[src/rtl/rx_buffer.sv]
// rtl/rx_buffer.sv - receive-side byte FIFO behind the UART receiver, with overflow tracking
module rx_buffer #(
  parameter int DEPTH = 16
) (
  input  logic                     clk,
  input  logic                     rst,
  input  logic                     Receive,
  input  logic [7:0]               Dout,
  input  logic                     parityErr,
  output logic                     ReceiveAck,
  input  logic                     rdEn,
  output logic [7:0]               rdData,
  output logic                     rdParityErr,
  output logic                     empty,
  output logic                     full,
  output logic [$clog2(DEPTH):0]   count,
  output logic                     overflow,
  input  logic                     clrOverflow,
  output logic [7:0]               dropCount
);

  localparam int AW = $clog2(DEPTH);
  localparam int CW = AW + 1;

  typedef enum logic {IDLE, ACK} state_t;

  state_t          state;
  state_t          state_nxt;
  logic            push;
  logic            pop;
  logic            drop;
  logic            wr_en;
  logic [AW-1:0]   wr_ptr;
  logic [AW-1:0]   rd_ptr;
  logic [CW-1:0]   count_nxt;
  logic [8:0]      mem [DEPTH];

  // Handshake state register; ReceiveAck is a direct decode of this flop
  always_ff @(posedge clk) begin
    if (rst) state <= IDLE;
    else     state <= state_nxt;
  end

  // Handshake next state; a push is issued only on the IDLE->ACK transition
  always_comb begin
    state_nxt = state;
    push      = 1'b0;
    case (state)
      IDLE: begin
        if (Receive) begin
          state_nxt = ACK;
          push      = 1'b1;
        end
      end
      ACK: begin
        if (!Receive) state_nxt = IDLE;
      end
      default: state_nxt = IDLE;
    endcase
  end

  assign ReceiveAck = (state == ACK);

  // A pop on a full FIFO frees the slot the concurrent push lands in
  assign pop   = rdEn & ~empty;
  assign drop  = push & full & ~pop;
  assign wr_en = push & ~drop;

  // Occupancy after this edge; flags are derived from it so they stay in step with count
  always_comb begin
    count_nxt = count;
    if (wr_en && !pop)      count_nxt = count + CW'(1);
    else if (pop && !wr_en) count_nxt = count - CW'(1);
  end

  // Pointers, occupancy and registered empty/full flags
  always_ff @(posedge clk) begin
    if (rst) begin
      wr_ptr <= '0;
      rd_ptr <= '0;
      count  <= '0;
      empty  <= 1'b1;
      full   <= 1'b0;
    end else begin
      if (wr_en) wr_ptr <= wr_ptr + AW'(1);
      if (pop)   rd_ptr <= rd_ptr + AW'(1);
      count <= count_nxt;
      empty <= (count_nxt == '0);
      full  <= (count_nxt == CW'(DEPTH));
    end
  end

  // Storage holds {parity flag, byte}; contents are left uninitialised on reset
  always_ff @(posedge clk) begin
    if (wr_en && !rst) mem[wr_ptr] <= {parityErr, Dout};
  end

  // Sticky overflow and saturating drop counter; a drop beats a same-cycle clear
  always_ff @(posedge clk) begin
    if (rst) begin
      overflow  <= 1'b0;
      dropCount <= 8'd0;
    end else if (drop) begin
      overflow  <= 1'b1;
      if (clrOverflow)             dropCount <= 8'd1;
      else if (dropCount != 8'hff) dropCount <= dropCount + 8'd1;
    end else if (clrOverflow) begin
      overflow  <= 1'b0;
      dropCount <= 8'd0;
    end
  end

  assign {rdParityErr, rdData} = mem[rd_ptr];

endmodule

[config.mk]
export PLATFORM = sky130hd
export DESIGN_NAME = rx_buffer
export DESIGN_NICKNAME = d
export VERILOG_FILES = /design/src/rtl/rx_buffer.sv
export SDC_FILE = /design/constraint.sdc
export NUM_CORES = 1
export LEC_CHECK = 0
export BUFFER_PORTS_ARGS = -buffer_cell sky130_fd_sc_hd__buf_4
export CAP_MARGIN = 20
export CORE_MARGIN = 2
export CORE_UTILIZATION = 54
export DETAILED_ROUTE_END_ITERATION = 10
export PLACE_DENSITY = 0.76
export SLEW_MARGIN = 15
export SYNTH_ARGS = -nofsm -noshare
export SYNTH_HDL_FRONTEND = slang
export SYNTH_SLANG_ARGS = --single-unit
[constraint.sdc]
create_clock -name clk -period 1.8 [get_ports clk]
set_input_delay 0.18 -clock clk [delete_from_list [all_inputs] [get_ports clk]]
set_output_delay 0.18 -clock clk [all_outputs]
set_load 0.05 [all_outputs]
**Word level (Yosys, flattened, before mapping)**

Memory sizes are Yosys's and may differ from the RTL's. A register that Yosys moved wholly into a read port is not among the register bits.
Cells that the tools add are included.

- Bits in registers: 25
- Memory bits (writable): 144
- Memories kept: 1

Memory list:

| name | words | bits a word | rd ports | clocked after memory_dff | write ports | RTL line | source |
|---|---|---|---|---|---|---|---|
| mem | 16 | 9 | 1 | 1 | 1 | 36 | `logic [8:0] mem [DEPTH];` |

- Add/subtract/negate cells: 5
- Equal/unequal tests: 2
- Multiplexer cells: 14
- Bitwise gates (word level): 7
- Reductions and logical operators: 10

Operator list:

| operator | number |
|---|---|
| $mux W8 | 4 |
| $mux W5 | 2 |
| $add A4 B1 Y4 const B | 2 |
| $add A8 B1 Y8 const B | 1 |
| $mux W4 | 2 |
| $ne A8 B8 Y1 const B | 1 |
| $mux W1 | 6 |
| $add A5 B1 Y5 const B | 1 |
| $eq A5 B5 Y1 const B | 1 |
| $logic_not A5 Y1 | 1 |
| $sub A5 B1 Y5 const B | 1 |
| $and A1 B1 Y1 | 4 |
| $reduce_bool A2 Y1 | 2 |
| $logic_and A1 B1 Y1 | 3 |
| $logic_not A1 Y1 | 3 |
| $not A1 Y1 | 3 |
| $reduce_and A2 Y1 | 1 |

**Logic depth before layout (Yosys ltp)**

Gate-level depths: netlist of run 1.

- Word-level depth: 11
- Depth in mapped cells: 7

**Worst setup path before layout of run 1**

No wires, ideal clock.

- Path type: register to register
- Start point: reg empty
- End point: mem mem[11][0], enable pin
- Arrival: 1.681 ns
- Path slack: -0.255 ns
- Cell stages (with the launch flop): 5
- Cells stage by stage: dfxtp_1 nand2b_1 a21oi_2 nand2_1 nor2_1

- Cells in the longest elaborated chain, start to end: 9

RTL lines:

| what | RTL line | source |
|---|---|---|
| start, declared | 14 | `output logic empty,` |
| start signal, assigned | 88 | `empty <= (count_nxt == '0);` |
| $not A1 Y1 | 65 | `assign pop = rdEn & ~empty;` |
| $and A1 B1 Y1 | 65 |  |
| $not A1 Y1 | 66 | `assign drop = push & full & ~pop;` |
| $and A1 B1 Y1 | 66 |  |
| $not A1 Y1 | 67 | `assign wr_en = push & ~drop;` |
| $and A1 B1 Y1 | 67 |  |
| $logic_and A1 B1 Y1 | 95 | `if (wr_en && !rst) mem[wr_ptr] <= {parityErr, Dout};` |
| $mux W1 | 95 |  |
| $mux W1 (not written as such) | 95 |  |
| end, declared | 36 |  |

Every way passes these cells.

==> results of run 1 <==
state kept, by name, indices dropped and copies added (netlist names), named ones only:
| signal | flops |
|---|---|
| ReceiveAck | 1 |
| full | 1 |
| overflow | 1 |
| wr_ptr | 4 |
| mem | 144 |
| dropCount | 8 |
| empty | 1 |
| count | 5 |
| rd_ptr | 4 |
critical path: stages (launching register included):
cell and delay (ns):
dfxtp_4 0.41, buf_12 0.17, mux4_2 0.51, mux4_2 0.53, buf_6 0.18
placed cells by master (no fill, tap or decap), types with 2 or more instances in the layout:
cell,instances
mux2i_1,4
ha_1,8
clkinv_2,6
buf_12,18
or3_1,2
nand3_1,3
nor2_1,29
a21oi_1,6
clkbuf_16,17
nor2_4,16
o21ai_0,4
buf_4,43
nor2b_1,4
mux4_1,2
xor2_1,6
buf_6,9
and4_1,2
clkbuf_1,3
clkinvlp_4,3
mux4_2,43
nand4_1,4
dlygate4sd3_1,2
a41oi_1,2
edfxtp_1,144
dfxtp_1,20
nand2_2,4
dfxtp_2,8
nand2_1,8
inv_1,7
nor3_1,2
xnor2_1,5
report_power, final:
| group | internal, W | total, W | switching, W |
|---|---|---|---|
| clock | 0.00174 | 0.00314 | 0.00140 |
| combinational | 0.000646 | 0.00140 | 0.000756 |
| sequential | 0.00442 | 0.00450 | 0.0000808 |
per-stage QoR:
step	std cells	total power, W	area [µm²]
after floorplan	367	0.00557	7020
after global placement	594	0.00588	7840
after detailed placement	594	0.00592	7840
after CTS	630	0.00915	8450
after global routing	630	0.00941	8440
final	630	0.00904	8440
cell families (layout without fill, tap and decap cells):
| family | count (synthesis) | after routing | share of synthesized area [%] |
|---|---|---|---|
| AOI/OAI and AO/OA | 23 | 23 | 2.31 |
| DFF | 173 | 173 | 70.8 |
| xor gates and xnor gates | 11 | 11 | 1.39 |
| buffers and inverters | 21 | 112 | 1.63 |
| muxes | 49 | 49 | 16.9 |
| and+or+nand+nor | 82 | 82 | 5.44 |
| adders and majority gates | 8 | 8 | 1.45 |
worst max-delay path by stage:
| stage | to | cells past startpoint |
|---|---|---|
| final | rdData[7] | 4 |
| after global routing | rdData[7] | 4 |
| after CTS | rdData[5] | 5 |
| after detailed placement | rdData[1] | 4 |
| after global placement | rdData[2] | 4 |
| after floorplan | rdData[0] | 4 |
timing repair:
item / 4_1_cts / 5_1_grt
hold endpoints to repair: 2 / 0
resized for setup: 14 / 4
cloned: 1 / 0
endpoints found under the setup margin: 9 / 40
buffers inserted: 1 / 1
hold buffers: 2 / 0
routing by layer:
layer  up-vias  GRT usage [%]  part of all wire, %
li1       1616              -                    -
met1      1798           27.7                   38
met2       137           38.9                   53
met3        20           6.13                  7.2
met4         0           9.10                  1.5
met5         -              0                    0
layout make-up:
type                       instances  share of cell area, %
clock inverter                    12                  0.874
multi-input combinational        173                   23.1
tap                              172                   2.55
inverter                           7                  0.311
sequential                       173                   58.3
clock buffer                      20                   5.17
timing repair buffer              73                   9.71
==> reports/results.txt, run 1 <==
Layout cell share with drive strength beyond 1 - 38.4%
GR Overflow Total - 0
IO Port Bufs - 39
Max_cap viols - 0
Top cells by count, synth - edfxtp_1 (144), nor2_1 (45), mux4_1 (32)
Min-delay worst type - primary input to flip-flop
Final clock skew - 0.0129 ns
Flop and latch count out of synthesis - 173
Cell count after synthesis - 367
TritonRoute pass-1 iters - 4
Sequential Area - 0.00492 mm²
Multi-input gate area - 0.00195 mm²
Worst setup path category - flip-flop to output port
CTS H-tree lvls - 4
Worst Slack Setup Final - -0.600 ns
Worst slew pin tran - 0.488 ns
Reg2Reg Depth - 5
N_diodes - 0
Synth warn - 0
Initial Utilization - 55.1%
1st-iter DRT viols - 357
CTS root buf - clkbuf_16
Hold slack - 0.0578 ns
Horiz. Die Dim - 117 µm
Yosys top cell by area - edfxtp_1
Net Count, Synth - 389
Clock sink total - 173
Final nets - 467
Worst r2r src - ReceiveAck
Worst VDD drop - 0.685 mV
CTS tree - built
Register area share after synthesis - 70.8%
Final setup viols - 9
Die area - 0.0137 mm²
Floorplan Core Area - 0.0126 mm²
Distinct cells, synth - 42
Critical path data arrival time - 2.22 ns
CTS Buffer Depth - 2
Top_reg_cell synth - edfxtp_1
Area Growth Syn to Fin - 21.9%
CTS Buf Count - 17
Total track usage - 22.8%
Clock Latency Late Sink - 0.42 ns
Tcrit/Tclk final - 133%
Count leader, synth - edfxtp_1
First-pass GRT wire length - 21.5 mm
Asr flop ratio synth - 0%
Status - complete, but fails checks
Max-slew violation count - 0
Critical Path Source Type - flip-flop
FF-to-FF End - mem[12][1]
Cell Rows - 41
Finished Core Util - 67.2%
Fin crit period - 2.40 ns
Avg Synthesized Cell Area - 18.9 µm²
Leakage power of the design - 2.79 nW
Min-delay src - Dout[5]
Filler instances - 818
Crit path capture type - output port
Pre-CTS setup slack - -0.242 ns
Post-synth EDFFs - 144
Max-slew headroom - 67.4%
Reg2reg setup slack - 0.09 ns
Final GP Congestion - 0.772
Final Hold Vio Count - 0
Worst hold path depth - 1
Antenna viol nets, final - 0
Share of the synthesized area in the top cell type - 62.5%
Die H - 117 µm
IO Pins - 40
Via count - 3571
Total wire length - 13.9 mm
Most area-consuming cells after synthesis - edfxtp_1 (62%), mux4_1 (12%), dfxtp_1 (8.4%), mux4_2 (4.2%), nor2_1 (2.4%)
Vias in the first global route - 3726
Failing checks - setup timing
Vias per cell - 5.67
DP HPWL - 8.85 mm
Clock-pin slew on the worst setup and hold paths - 0.06 ns
Hold EP - mem[1][5]
RSZ-0062 raised after global routing - true
Max Clk Rate - 417 MHz
Critical path peak fanout - 12
Pwr per Cell Area - 1070 mW/mm²
Setup TNS - -5.12 ns
DRC viols - 0
Worst endpoint required time - 1.62 ns
Initial antenna violation count - 1
Drt wl/cell - 22.1 µm
Cell Area, Synth - 0.00692 mm²
Largest net degree at the start of global routing - 37
Note: power is estimated with default switching activity, not from simulation.
==> run 2: changes to the inputs <==
Settings changed: CORE_UTILIZATION 54 to 60, PLACE_DENSITY 0.76 to 0.8.
Clock period 1.8 ns to 2.44 ns, I/O delays scaled along.
==> reports/results.txt, run 2 (same netlist as run 1, synthesis figures left out) <==
Status - complete, but fails checks
Failing checks - setup timing
Initial antenna violation count - 0
Area Growth Syn to Fin - 17.5%
Antenna viol nets, final - 0
Max FFs per register - 144
Cell Chain, Critical Path - buf_16 -> mux4_1 -> mux4_2 -> buf_6
Worst setup path category - flip-flop to output port
Vias in the first global route - 3660
Finished Core Util - 71.9%
Pwr per Cell Area - 847 mW/mm²
CTS root buf - clkbuf_16
RSZ-0062 raised after global routing - true
GR Overflow Total - 0
N_diodes - 0
IO Port Bufs - 39
Final setup viols - 9
Via count - 3725
Floorplan Core Area - 0.0113 mm²
CTS tree - built
Vias per cell - 6.32
CTS Buffer Depth - 2
Min-delay worst type - primary input to flip-flop
Horiz. Die Dim - 111 µm
Fin crit period - 2.61 ns
Final clock skew - 0.00715 ns
Largest net degree at the start of global routing - 37
CTS Buf Count - 17
Largest register by flop count - mem
Clock Latency Late Sink - 0.42 ns
Worst slew pin tran - 0.652 ns
Clock-pin slew on the worst setup and hold paths - 0.06 ns
Pre-CTS setup slack - 0.243 ns
Die area - 0.0124 mm²
Gate power share - 14.6%
Max_cap viols - 0
Sw frac - 25.6%
Initial Utilization - 61.2%
Leakage power of the design - 2.78 nW
Tcrit/Tclk final - 107%
TritonRoute pass-1 iters - 5
Die H - 111 µm
Total track usage - 25.4%
CTS H-tree lvls - 4
Final GP Congestion - 0.780
Placed Area - 0.00748 mm²
Final nets - 455
Sequential Area - 0.00491 mm²
1st-iter DRT viols - 421
Clock sink total - 173
WP buf/inv - 2
Largest regs - mem (144), dropCount (8), count (5)
Post-CTS Repair Setup Buffers - 0
First-pass GRT wire length - 22.5 mm
DP HPWL - 8.57 mm
Cell Rows - 39
Critical path data arrival time - 2.36 ns
Max-slew headroom - 56.5%
Worst Slack Setup Final - -0.167 ns
Multi-input gate area - 0.00188 mm²
Sw Pwr - 0.00176 W
IO Pins - 40
Power Total - 0.00689 W
Clock power frac - 37.2%
Final Hold Vio Count - 0
CP max stage delay - 0.62 ns
Commonest non-fill, non-tap cells in the layout - edfxtp_1 (144), buf_4 (47), nor2_1 (45)
Drt wl/cell - 26.0 µm
Crit path capture type - output port
# hold bufs at CTS - 0
Final Instance Area - 0.00814 mm²
Commonest non-fill, non-tap cell in the layout - edfxtp_1
Critical path peak fanout - 9
Worst path slowest cell - mux4_1
Total wire length - 15.3 mm
P_int - 0.00513 W
Non-Filler Instances - 589
DRC viols - 0
Critical Path Source Type - flip-flop
Placed insts - 554
Max-slew violation count - 0
Max Clk Rate - 384 MHz
Filler instances - 663
Register share of total power - 48.2%
Layout cell share with drive strength beyond 1 - 26.0%
Critical path's top delay family - multiplexers
Worst endpoint required time - 2.20 ns
Worst VDD drop - 0.719 mV
[run 2: cell count changes in the layout (fill, tap and decap cells not counted), moves of 3 or more]
cell | previous run | this run
clkinv_4 | 1 | 4
buf_4 | 43 | 47
mux4_2 | 43 | 20
nand2_1 | 8 | 12
dfxtp_2 | 8 | 0
dfxtp_1 | 20 | 28
buf_12 | 18 | 2
mux4_1 | 2 | 25
nand2_2 | 4 | 0
nor2_1 | 29 | 45
nor2_4 | 16 | 0
clkinv_2 | 6 | 0
[run 2: repair_timing]
action                                  4_1_cts  5_1_grt
resized for setup                            13        6
endpoints found under the setup margin        9        9
gates cloned                                  2        1
[run 2: worst paths after layout]
kind	start	to	slack, ns	depth (start not counted)
setup / recovery	flip-flop	rdData[4]	-0.17	4
hold / removal	Receive	ReceiveAck	0.06	2
setup reg to reg	dropCount[0]	dropCount[5]	0.56	6
hold reg to reg	rd_ptr[1]	rd_ptr[1]	0.51	2
[run 2: routing by layer]
metal  up-vias  global-route usage (%)  part of all wire [%]
met5         -                       0                     0
met4         0                    9.30                   2.4
met3        25                    6.91                   7.6
met2       197                    41.7                    51
met1      1888                    33.3                    39
li1       1615                       -                     -
[run 2: cell type report]
class	count	area share (%)
tap	143	2.20
inverter	7	0.323
clock buffer	18	5.28
sequential	173	60.3
clock inverter	14	1.69
timing repair buffer	61	7.06
multi-input combinational	173	23.1
[run 2: worst reg2reg max path: stages, from the launching register on]
cell and delay (ns):
dfxtp_1 0.39, ha_1 0.24, nand4_1 0.15, o2111ai_1 0.52
and2_1 0.24, nor3_1 0.06, o21a_1 0.16
[run 2: power by group through the flow]
stage               combinational, W  clock [W]  sequential [W]
floorplan                   0.000578          0         0.00345
global placement            0.000887          0         0.00336
detailed placement          0.000904          0         0.00337
CTS                         0.000983    0.00260         0.00332
global route                 0.00106    0.00273         0.00333
finish                       0.00101    0.00256         0.00332
[run 2: per-stage QoR]
stage | setup TNS (ns) | hold slack [ns]
final | -1.18 | 0.0573
after floorplan | 0 | 0.343
after detailed placement | 0 | 0.487
after CTS | -1.19 | 0.0430
after global placement | 0 | 0.476
after global routing | -1.59 | 0.0471
